<file path="config.mk">
export PLATFORM = sky130hd
export DESIGN_NAME = ramb4_s8_s16_fifo_ctrl
export DESIGN_NICKNAME = d
export VERILOG_FILES = /design/src/rtl/ramb4_s8_s16_fifo_ctrl.sv
export SDC_FILE = /design/constraint.sdc
export NUM_CORES = 1
export LEC_CHECK = 0
export CAP_MARGIN = 20
export CELL_PAD_IN_SITES_DETAIL_PLACEMENT = 1
export CELL_PAD_IN_SITES_GLOBAL_PLACEMENT = 1
export CORE_UTILIZATION = 36
export CTS_CLUSTER_DIAMETER = 80
export CTS_CLUSTER_SIZE = 8
export DETAILED_ROUTE_END_ITERATION = 7
export MAX_ROUTING_LAYER = met4
export PLACE_DENSITY = 0.89
export SLEW_MARGIN = 10
export SYNTH_ARGS = -nofsm -noshare
export SYNTH_HDL_FRONTEND = slang
export SYNTH_SLANG_ARGS = --single-unit
</file>
<file path="constraint.sdc">
create_clock -name CLK -period 4.4 [get_ports CLK]
set_input_delay 0.66 -clock CLK [delete_from_list [all_inputs] [get_ports CLK]]
set_output_delay 0.66 -clock CLK [all_outputs]
set_load 0.03 [all_outputs]
</file>
<file path="src/rtl/ramb4_s8_s16_fifo_ctrl.sv">
// ramb4_s8_s16_fifo_ctrl: byte-in / word-out FIFO controller for a 512x8 / 256x16 dual-port block RAM.
// Bytes pack little-endian into words; words leave through a 2-entry FWFT buffer with valid/ready.
module ramb4_s8_s16_fifo_ctrl #(
    parameter int AF_THRESH = 448
) (
    input  logic        CLK,
    input  logic        RSTN,
    input  logic        WR_EN,
    input  logic [7:0]  WR_DATA,
    output logic        FULL,
    output logic        ALMOST_FULL,
    output logic        WR_ERR,
    output logic [9:0]  BYTE_COUNT,
    output logic        RD_VALID,
    input  logic        RD_READY,
    output logic [15:0] RD_DATA,
    output logic [8:0]  RAM_ADDRA,
    output logic [7:0]  RAM_DIA,
    output logic        RAM_ENA,
    output logic        RAM_WEA,
    output logic [7:0]  RAM_ADDRB,
    output logic        RAM_ENB,
    input  logic [15:0] RAM_DOB
);
    localparam logic [9:0] AF = 10'(AF_THRESH);

    logic [9:0]  wptr;
    logic [8:0]  iptr;
    logic        inflight;
    logic        wr_err;
    logic [15:0] buf0;
    logic [15:0] buf1;
    logic [1:0]  ocnt;
    logic [9:0]  byte_count;
    logic [1:0]  keep;
    logic        full;
    logic        pop;
    logic        accept;
    logic        issue;

    // keep = words left in the buffer after this cycle's pop; a returning word lands at that slot
    always_comb begin
        byte_count = wptr - {iptr, 1'b0};
        full       = byte_count == 10'd512;
        pop        = (ocnt != 2'd0) && RD_READY;
        keep       = ocnt - {1'b0, pop};
        accept     = WR_EN && RSTN && !full;
        issue      = RSTN && byte_count >= 10'd2 && ({1'b0, keep} + {2'b0, inflight}) < 3'd2;
    end

    assign FULL        = full;
    assign ALMOST_FULL = byte_count >= AF;
    assign WR_ERR      = wr_err;
    assign BYTE_COUNT  = byte_count;
    assign RD_VALID    = ocnt != 2'd0;
    assign RD_DATA     = buf0;
    assign RAM_ADDRA   = RSTN ? wptr[8:0] : 9'd0;
    assign RAM_DIA     = WR_DATA;
    assign RAM_ENA     = accept;
    assign RAM_WEA     = accept;
    assign RAM_ADDRB   = RSTN ? iptr[7:0] : 8'd0;
    assign RAM_ENB     = issue;

    always_ff @(posedge CLK) begin
        if (!RSTN) begin
            wptr     <= '0;
            iptr     <= '0;
            inflight <= 1'b0;
            wr_err   <= 1'b0;
            ocnt     <= '0;
            buf0     <= '0;
            buf1     <= '0;
        end else begin
            wptr     <= wptr + 10'(accept);
            iptr     <= iptr + 9'(issue);
            inflight <= issue;
            wr_err   <= WR_EN && full;
            ocnt     <= keep + {1'b0, inflight};
            buf0     <= (inflight && keep == 2'd0) ? RAM_DOB : (pop ? buf1 : buf0);
            buf1     <= (inflight && keep == 2'd1) ? RAM_DOB : buf1;
        end
    end
endmodule
</file>
; ---- Word-level counts from Yosys, hierarchy flattened
; Index checks and enable logic that the tools add are counted.
[totals]
word_cells = 34
ff_bits = 55
output_inout_bits = 58
[classes]
reduce_logical = 12
eq_ne = 2
n_lt_le_gt_ge = 3
n_mux = 4
add_sub_neg = 6
[op_table]
columns = operator, count
row1 = 16-bit two-way mux, 2
row2 = 10-bit by 1-bit adder with 10-bit output, 1
row3 = 10-bit == test (second input constant), 1
row4 = 10-bit by 2-bit >= comparator with 1-bit output (second input constant), 1
row5 = 10-bit by 9-bit >= comparator with 1-bit output (second input constant), 1
row6 = 10-bit subtractor, 1
row7 = 9-bit by 1-bit adder with 9-bit output, 1
row8 = 9-bit two-way mux, 1
row9 = 1-bit logical AND, 8
row10 = 8-bit two-way mux, 1
row11 = 2-bit nonzero test, 2
row12 = 2-bit by 1-bit adder with 3-bit output, 1
row13 = 3-bit by 2-bit less-than comparator with 1-bit output (second input constant), 1
row14 = 2-bit by 1-bit adder with 2-bit output, 1
row15 = 2-bit by 1-bit == test with 1-bit output (second input constant), 1
row16 = 2-bit zero test, 1
row17 = 2-bit by 1-bit subtractor with 2-bit output, 1
row18 = 1-bit zero test, 1

; ---- Depth between registers and ports, before layout
; Gate-level depths: netlist (run 1).
[logic_depth]
ltp_word = 7
depth_mapped = 18
ltp_nobuf = 16

; ---- Least setup slack after synthesis (run 1)
; OpenSTA, ideal clock, no wires.
[synth_timing]
path_kind = flip-flop to flip-flop
from = reg wptr[2]
to = reg iptr[6]
setup_time_ns = 0.115
synth_period_minus_slack_ns = 3.811
stages_incl_launch_ff = 16
arrival_time_ns = 3.696
setup_slack_ns = 0.589
required_time_ns = 4.285
path_buffers = 1
cell_sequence = dfxtp_1 -> clkbuf_1 -> inv_1 -> fa_1 -> xnor2_1 -> nor3_1 -> nand3_1 -> o31ai_1 -> nor4b_4 -> nor2_1 -> ha_1 -> ha_1 -> nand2_1 -> or3_1 -> xnor2_1 -> and2_1
[synth_between]
elab_chain_len = 5
[synth_lines]
columns = element, line
row1 = from (decl), 27  ; logic [9:0] wptr;
row2 = from (signal assigned), 74  ; wptr <= wptr + 10'(accept);
row3 = 10-bit subtractor, 43  ; byte_count = wptr - {iptr, 1'b0};
row4 = via BYTE_COUNT[3], 13  ; output logic [9:0] BYTE_COUNT,
row5 = 10-bit by 2-bit >= comparator with 1-bit output, 48  ; issue = RSTN && byte_count >= 10'd2 && ({1'b0, keep} + {2'b0, inflight}) < 3'd2;
row6 = 1-bit logical AND (2 in series), 48
row7 = via RAM_ENB, 22  ; output logic RAM_ENB,
row8 = 9-bit by 1-bit adder with 9-bit output, 75  ; iptr <= iptr + 9'(issue);
row9 = to (signal assigned), 75
row10 = to (decl), 28  ; logic [8:0] iptr;
; The timed path passes the listed nets, and every way through them passes these cells.
; A chain may end at the register's enable or synchronous reset.

; ---- Final worst setup path (run 1)
[layout_timing]
from = reg wptr[1]
to = out RAM_ENA
[layout_between]
elab_chain_len = 4
[layout_lines]
columns = element, line
row1 = 10-bit subtractor, 43
row2 = 10-bit == test, 44  ; full = byte_count == 10'd512;
row3 = 1-bit zero test, 47  ; accept = WR_EN && RSTN && !full;
row4 = 1-bit logical AND, 47
row5 = to (decl), 19  ; output logic RAM_ENA,
; Every way passes these cells.

==> metrics.md, run 1 <==
| Metric | Value |
|---|---|
| Root buffer cell | clkbuf_8 |
| Proportion of layout cells with a drive suffix above 1 | 4.156% |
| Gp weighted congestion | 0.8431 |
| Sink Count | 55 |
| Pre-antenna DRT Iters | 4 |
| Worst reg2reg path depth | 14 |
| CP Max Fanout | 5 |
| Post-Syn Area per Cell | slightly above 9 µm² |
| Max Cap Viol | 0 |
| Register area | between 1000 and 1500 µm² |
| Routed length per instance | 15.33 µm |
| Post-synth ARST share | 0% |
| EDFF count, synth | 0 |
| Final WL | 7510 µm |
| Total nets after synthesis | 378 |
| Worst r2r src | wptr[1]$_SDFF_PN0_ |
| Drt first-iter violations | 96 |
| Layout Utilization | between 40% and 50% |
| Crit path launch type | register |
| Seq/Total Area, Yosys | 35.87% |
| Least-Margin Pin Slew | 1042 ps |
| Yosys cell types | 43 |
| Total Routing Usage GR | about 18% |
| Worst hold path class | reg -> reg |
| Clock skew | 9.071 ps |
| Final setup viols | 0 |
| Core ar. | 8217 µm² |
| CTS clk-pin slew, worst paths | 110 ps |
| Global-route wire length before repair | roughly 12,000 µm |
| Max Slew Vio Count | 0 |
| Yosys top cell area share | 35.87% |
| CTS tree | yes |
| Clock Latency Late Sink | 310 ps |
| Vias/cell | ~5.1 |
| Worst vdd ir | 0.2617 mV |
| H-tree Lvls | 2 |
| Synth Instances | around 330 |
| FP Rows | 33 |
| Die Y | 94.34 µm |
| Ys Warns | 0 |
| Vias | 2,515 |
| Period utilization | between 90 and 100% |
| Design area | 3844 µm² |
| Post-DRT Antenna Nets | 0 |
| Synth Cell Area | 3069 µm² |
| Die width | approximately 94 µm |
| Final Hold Vio Count | 0 |
| Unrepaired setup endpoints after global routing | false |
| Port Buffers | 69 |
| Critical Path End Type | output pin |
| Area of the multi-input gates | 1752 µm² |
| Hold Startpoint | buf1[9]$_SDFFE_PN0P_ |
| Area leader, netlist | dfxtp_1 |
| Worst Hold Depth | 2 |
| Final HPWL DP | 5549 µm |
| Minimum hold slack | 529.4 ps |
| Initial antenna violation count | 0 |
| Ports | 86 |
| Max-slew headroom | 30.52% |
| Synth area leaders | dfxtp_1 (36%), mux2i_1 (10%), and2_1 (7.1%) |
| Final min period | 4119 ps |
| ANT cells | 0 |
| Hold path endpoint | buf1[9]$_SDFFE_PN0P_ |
| DRC | 0 |
| Status | completed |
| Main synth FF type | dfxtp_1 |
| Placement Cell Area | between 3000 and 4000 µm² |
| Post-CTS Resized | 0 |
| Worst path arrival time | 3460 ps |
| PwrDens | 583.0 nW/µm² |
| Die area | 8899 µm² |
| Fmax | roughly 240 MHz |
| Area Growth Syn to Fin | 25.23% |
| Initial Util | 37.35% |
| Reg2reg end | wptr[6]$_SDFF_PN0_ |
| CP startpoint | wptr[1]$_SDFF_PN0_ |
| Reg-to-reg slack, setup | approximately 890 ps |
| Leakage | ~0.0017 µW |
| Clock buffer depth | 2 |
| Grt ovf | 0 |
| Vias in the first global route | 2,504 |
| FILL cells | about 940 |
| Worst Path Class, Setup | reg -> out |
| Hold_buf cts | 0 |
| Setup total negative slack | 0 ps |
| CP required | about 3700 ps |
| Setup Buffers After CTS | 0 |
| Final net count | 428 |
| Pin count of the biggest net entering global routing | 42 |
| FF+latch count, synth | 55 |
| CTS Buf Count | 5 |
==> cell usage in the layout, fill, tap and decap left out, types with 3 or more instances in the layout <==
master,Yosys,layout
o211a_1,17,17
xnor2_1,12,12
nand2_1,23,23
dfxtp_1,55,55
clkbuf_8,0,5
nor2b_1,19,19
xor2_1,6,6
mux2i_1,32,32
nor2_1,8,8
ha_1,15,15
a21boi_0,4,4
o21ai_0,10,10
nand3_1,11,10
a21o_1,3,3
or3_1,5,5
and2_1,35,35
inv_1,18,18
a21oi_1,5,5
clkdlybuf4s50_1,0,68
==> Yosys cell counts, drive strengths merged, types with 2 or more instances <==
cell and instances:
a21boi 4, nor2b 19, and2 35, a21oi 5
o31a 2, nor3 2, a21o 3, buf 14
o211a 17, xor2 6, nand2 24, nor4b 2
nor2 8, nand4b 2, mux2i 32, clkbuf 14
xnor2 12, or3 6, inv 18, nand4 2
nand3 11, dfxtp 55, and3 2, ha 15
o21ai 10, nand2b 2
==> layout make-up <==
cell class	instances	area share (%)
inverters	18	1.758
flip-flops and latches	55	28.65
repair buffers	71	18.23
clock buffers	5	1.790
well taps	105	3.418
clock inverters	3	0.5859
multi-input cells	233	45.57
==> per-stage QoR <==
stage | cells | power (µW) | worst slack, ps
2_1_floorplan | 334 | 1541 | 589.0
3_3_place_gp | 482 | 1927 | 783.0
3_5_place_dp | 482 | 1970 | 679.0
4_1_cts | 490 | 2267 | 294.5
5_1_grt | 490 | 2390 | 18.09
6_report | 490 | 2241 | 281.1
==> metal layers <==
metal  vias up  track usage [%]  wire length (µm)
met3         9            2.335               209
met4         0            4.872               110
li1       1233                -                 -
met2        45            30.25              3785
met5         -                -                 0
met1      1228            21.87              3405
==> worst max-delay path by stage <==
stage                     cells after the start            endpoint
after detailed placement                     10             RAM_ENA
after global routing                         10             RAM_ENA
after global placement                       10             RAM_ENA
after floorplan                              15  iptr[6]$_SDFF_PN0_
after CTS                                    10             RAM_ENA
final                                        10             RAM_ENA
==> logic make-up after synthesis <==
| group | share of synthesized area (%) |
|---|---|
| adder cells (fa/ha/maj) | 6.767 |
| AO/OA/AOI/OAI | 12.27 |
| multiplexers | 10.44 |
| XOR/XNOR | 5.137 |
| flip-flops | 35.87 |
| buffers and inverters | 7.215 |
| AND/OR/NAND/NOR | 22.30 |
==> flip-flops by register name, summed over array words and instances, names as in the netlist <==
register / cells
RD_DATA: 16
WR_ERR: 1
buf1: 16
inflight: 1
iptr: 9
ocnt: 2
wptr: 10
==> critical path: stages, from the launching register on <==
cell and delay (ps):
dfxtp_1 420, inv_1 90, ha_1 230, fa_1 420
nor2b_1 190, o2111ai_1 200, nand4b_1 150, nand3_1 220
nand4b_1 270, nor2b_1 250, clkdlybuf4s50_1 710
==> report_power, final <==
| group | switching (µW) | total, µW | internal (µW) |
|---|---|---|---|
| Combinational | 733 | 1290 | 558 |
| Clock | 172 | 286 | 115 |
| Sequential | 61.2 | 663 | 602 |
(Power assumes the default switching activity.)
==> run 2, diff against run 1 <==
==> config.mk (replaced) <==
export PLATFORM = sky130hd
export DESIGN_NAME = ramb4_s8_s16_fifo_ctrl
export DESIGN_NICKNAME = d
export VERILOG_FILES = /design/src/rtl/ramb4_s8_s16_fifo_ctrl.sv
export SDC_FILE = /design/constraint.sdc
export NUM_CORES = 1
export LEC_CHECK = 0
export CAP_MARGIN = 20
export CELL_PAD_IN_SITES_DETAIL_PLACEMENT = 0
export CELL_PAD_IN_SITES_GLOBAL_PLACEMENT = 2
export CORE_UTILIZATION = 28
export CTS_CLUSTER_DIAMETER = 80
export CTS_CLUSTER_SIZE = 8
export DETAILED_ROUTE_END_ITERATION = 7
export MAX_ROUTING_LAYER = met4
export PLACE_DENSITY = 0.87
export SLEW_MARGIN = 20
export SYNTH_ARGS = -nofsm -noshare
export SYNTH_HDL_FRONTEND = slang
export SYNTH_SLANG_ARGS = --single-unit
==> run 2 against run 1 <==
Against the previous run: critical path depth stayed put; fmax is 1.1% higher; critical path type unchanged; clock-buffer cell count stayed put; largest power group unchanged; non-clock buffer count is 1 higher; worst hold slack worse by 11 ps; total power is 0.77% lower; sequential share of layout area is 0.30 points lower; via count is 4.9% lower; cell area is 1.1% higher; sequential power hardly changed; largest cell class unchanged.
==> metrics.md, run 2 (same netlist as run 1, synthesis figures left out) <==
| Metric | Value |
|---|---|
| Status | completed |
| Core ar. | approximately 10,000 µm² |
| Total Routing Usage GR | 12.49% |
| Pin count of the biggest net entering global routing | 40 |
| Reg2reg end | wptr[8]$_SDFF_PN0_ |
| Crit path launch type | register |
| Reg-to-reg slack, setup | 940 ps |
| Minimum hold slack | 518.2 ps |
| Ports | 86 |
| Vias in the first global route | 2,253 |
| Post-DRT Antenna Nets | 0 |
| Fmax | 245.6 MHz |
| Hold_buf cts | 0 |
| Critical path, cell by cell | inv_1, ha_1, fa_1, nor2b_1, o2111ai_1, a21oi_1, a211o_1, nand4b_1, nor2b_1, clkdlybuf4s50_1 |
| Pre-antenna DRT Iters | 4 |
| Grt ovf | 0 |
| Clock buffer depth | 2 |
| Worst hold path class | reg -> reg |
| Cell mode on critical path | nor2b_1 |
| Final Hold Vio Count | 0 |
| Placed cell count | 514 |
| ANT cells | 0 |
| Worst Path Class, Setup | reg -> out |
| CP startpoint | wptr[1]$_SDFF_PN0_ |
| DRC | 0 |
| Global-route wire length before repair | 11,100 µm |
| Vias | approximately 2,400 |
| Commonest non-fill, non-tap cell in the layout | clkdlybuf4s50_1 |
| Worst Hold Depth | 2 |
| Final WL | 6786 µm |
| Max Slew Vio Count | 0 |
| Initial Util | 29.34% |
| Unrepaired setup endpoints after global routing | false |
| CP required | approximately 3700 ps |
| Final min period | ~4100 ps |
| Worst setup path end | RAM_WEA |
| Final net count | 429 |
| PnR worst setup slack | 327.8 ps |
| CTS clk-pin slew, worst paths | 100 ps |
| Final setup viols | 0 |
| Die area | 11,380 µm² |
| Port Buffers | 69 |
| Period utilization | a little over 90% |
| Leakage | between 0.0015 and 0.002 µW |
| Die Y | 106.7 µm |
| CP Max Fanout | 5 |
| Worst reg2reg path depth | 14 |
| Root buffer cell | clkbuf_8 |
| Most frequent cells in the layout | clkdlybuf4s50_1 (68), dfxtp_1 (55), and2_1 (35), mux2i_1 (32), nand2_1 (23) |
| Vias/cell | 4.584 |
| Post-CTS Resized | 0 |
| Max Cap Viol | 0 |
| Worst r2r src | wptr[1]$_SDFF_PN0_ |
| Clock Latency Late Sink | 310 ps |
| CP max stage delay | just over 700 ps |
| Gp weighted congestion | 0.7394 |
| Final non-filler cell total | 522 |
| Routed length per instance | 13.00 µm |
| Final HPWL DP | 4921 µm |
| CTS Buf Count | 5 |
| Max-slew headroom | slightly above 30% |
| Design area | 3885 µm² |
| Initial antenna violation count | 0 |
| Clock skew | 7.077 ps |
| Drt first-iter violations | 82 |
| Placement Cell Area | 3794 µm² |
| PwrDens | between 500 and 600 nW/µm² |
| Area Growth Syn to Fin | 26.58% |
| Pre-CTS WS | 718.0 ps |
| Setup Buffers After CTS | 0 |
| Worst path arrival time | 3410 ps |
| Die width | 106.7 µm |
| Worst vdd ir | 0.2896 mV |
| FP Rows | 37 |
| Critical Path End Type | output pin |
| Slowest-stage cell, CP | clkdlybuf4s50_1 |
| Proportion of layout cells with a drive suffix above 1 | about 4.1% |
| Least-Margin Pin Slew | 1032 ps |
| Setup total negative slack | 0 ps |
| CTS tree | yes |
| H-tree Lvls | 2 |
| Sink Count | 55 |
run 2: per-stage QoR:
step	util, %	power [µW]
3_5_place_dp	36.26	1951
4_1_cts	37.13	2254
6_report	37.13	2224
3_3_place_gp	36.26	1938
5_1_grt	37.13	2381
2_1_floorplan	-	1541
run 2: metal layers:
| layer | global-route usage, % | wire length [µm] | vias up |
|---|---|---|---|
| met1 | 16.58 | 3387 | 1119 |
| met4 | 3.718 | 56 | 0 |
| met5 | - | 0 | - |
| met3 | 2.310 | 268 | 4 |
| li1 | - | - | 1229 |
| met2 | 19.31 | 3074 | 41 |
run 2: cell type report:
class                           instances  area (µm²)
Clock buffer                            5       68.82
Clock inverter                          3       22.52
Fill cell                            1094        6578
Inverter                               18       67.56
Multi-Input combinational cell        233        1747
Sequential cell                        55        1101
Tap cell                              136       170.2
Timing Repair Buffer                   72       708.2
run 2: critical path, delay by kind of cell (launching register included):
| family | cells | cell delay [ps] |
|---|---|---|
| AO/OA/AOI/OAI | 3 | 610 |
| adder cells (fa/ha/maj) | 2 | 650 |
| buffers and inverters | 2 | 800 |
| flip-flops | 1 | 420 |
| AND/OR/NAND/NOR | 3 | 630 |
run 2: how the worst min path moves through the flow:
stage / slack (ps) / endpoint / start
floorplan: 480 / iptr[8]$_SDFF_PN0_ / iptr[8]$_SDFF_PN0_
global placement: 490 / buf1[13]$_SDFFE_PN0P_ / buf1[13]$_SDFFE_PN0P_
detailed placement: 500 / iptr[8]$_SDFF_PN0_ / iptr[8]$_SDFF_PN0_
CTS: 520 / iptr[8]$_SDFF_PN0_ / iptr[8]$_SDFF_PN0_
global route: 550 / buf1[11]$_SDFFE_PN0P_ / buf1[11]$_SDFFE_PN0P_
finish: 520 / iptr[8]$_SDFF_PN0_ / iptr[8]$_SDFF_PN0_
run 2: where the power goes:
part	switching [µW]	internal [µW]	leakage (µW)	total, µW
combinational	711	558	0.00125	1270
clock	178	116	0.0000489	293
sequential	59.3	602	0.000447	661
==> run 3, diff against run 2 <==
--- a/config.mk
+++ b/config.mk
@@ -14,6 +14,7 @@
 export DETAILED_ROUTE_END_ITERATION = 7
 export MAX_ROUTING_LAYER = met4
 export PLACE_DENSITY = 0.87
+export SKIP_CTS_REPAIR_TIMING = 1
 export SLEW_MARGIN = 20
 export SYNTH_ARGS = -nofsm -noshare
 export SYNTH_HDL_FRONTEND = slang
==> results of run 3 <==
The final DEF is identical to that of run 2; final timing and power are the same.
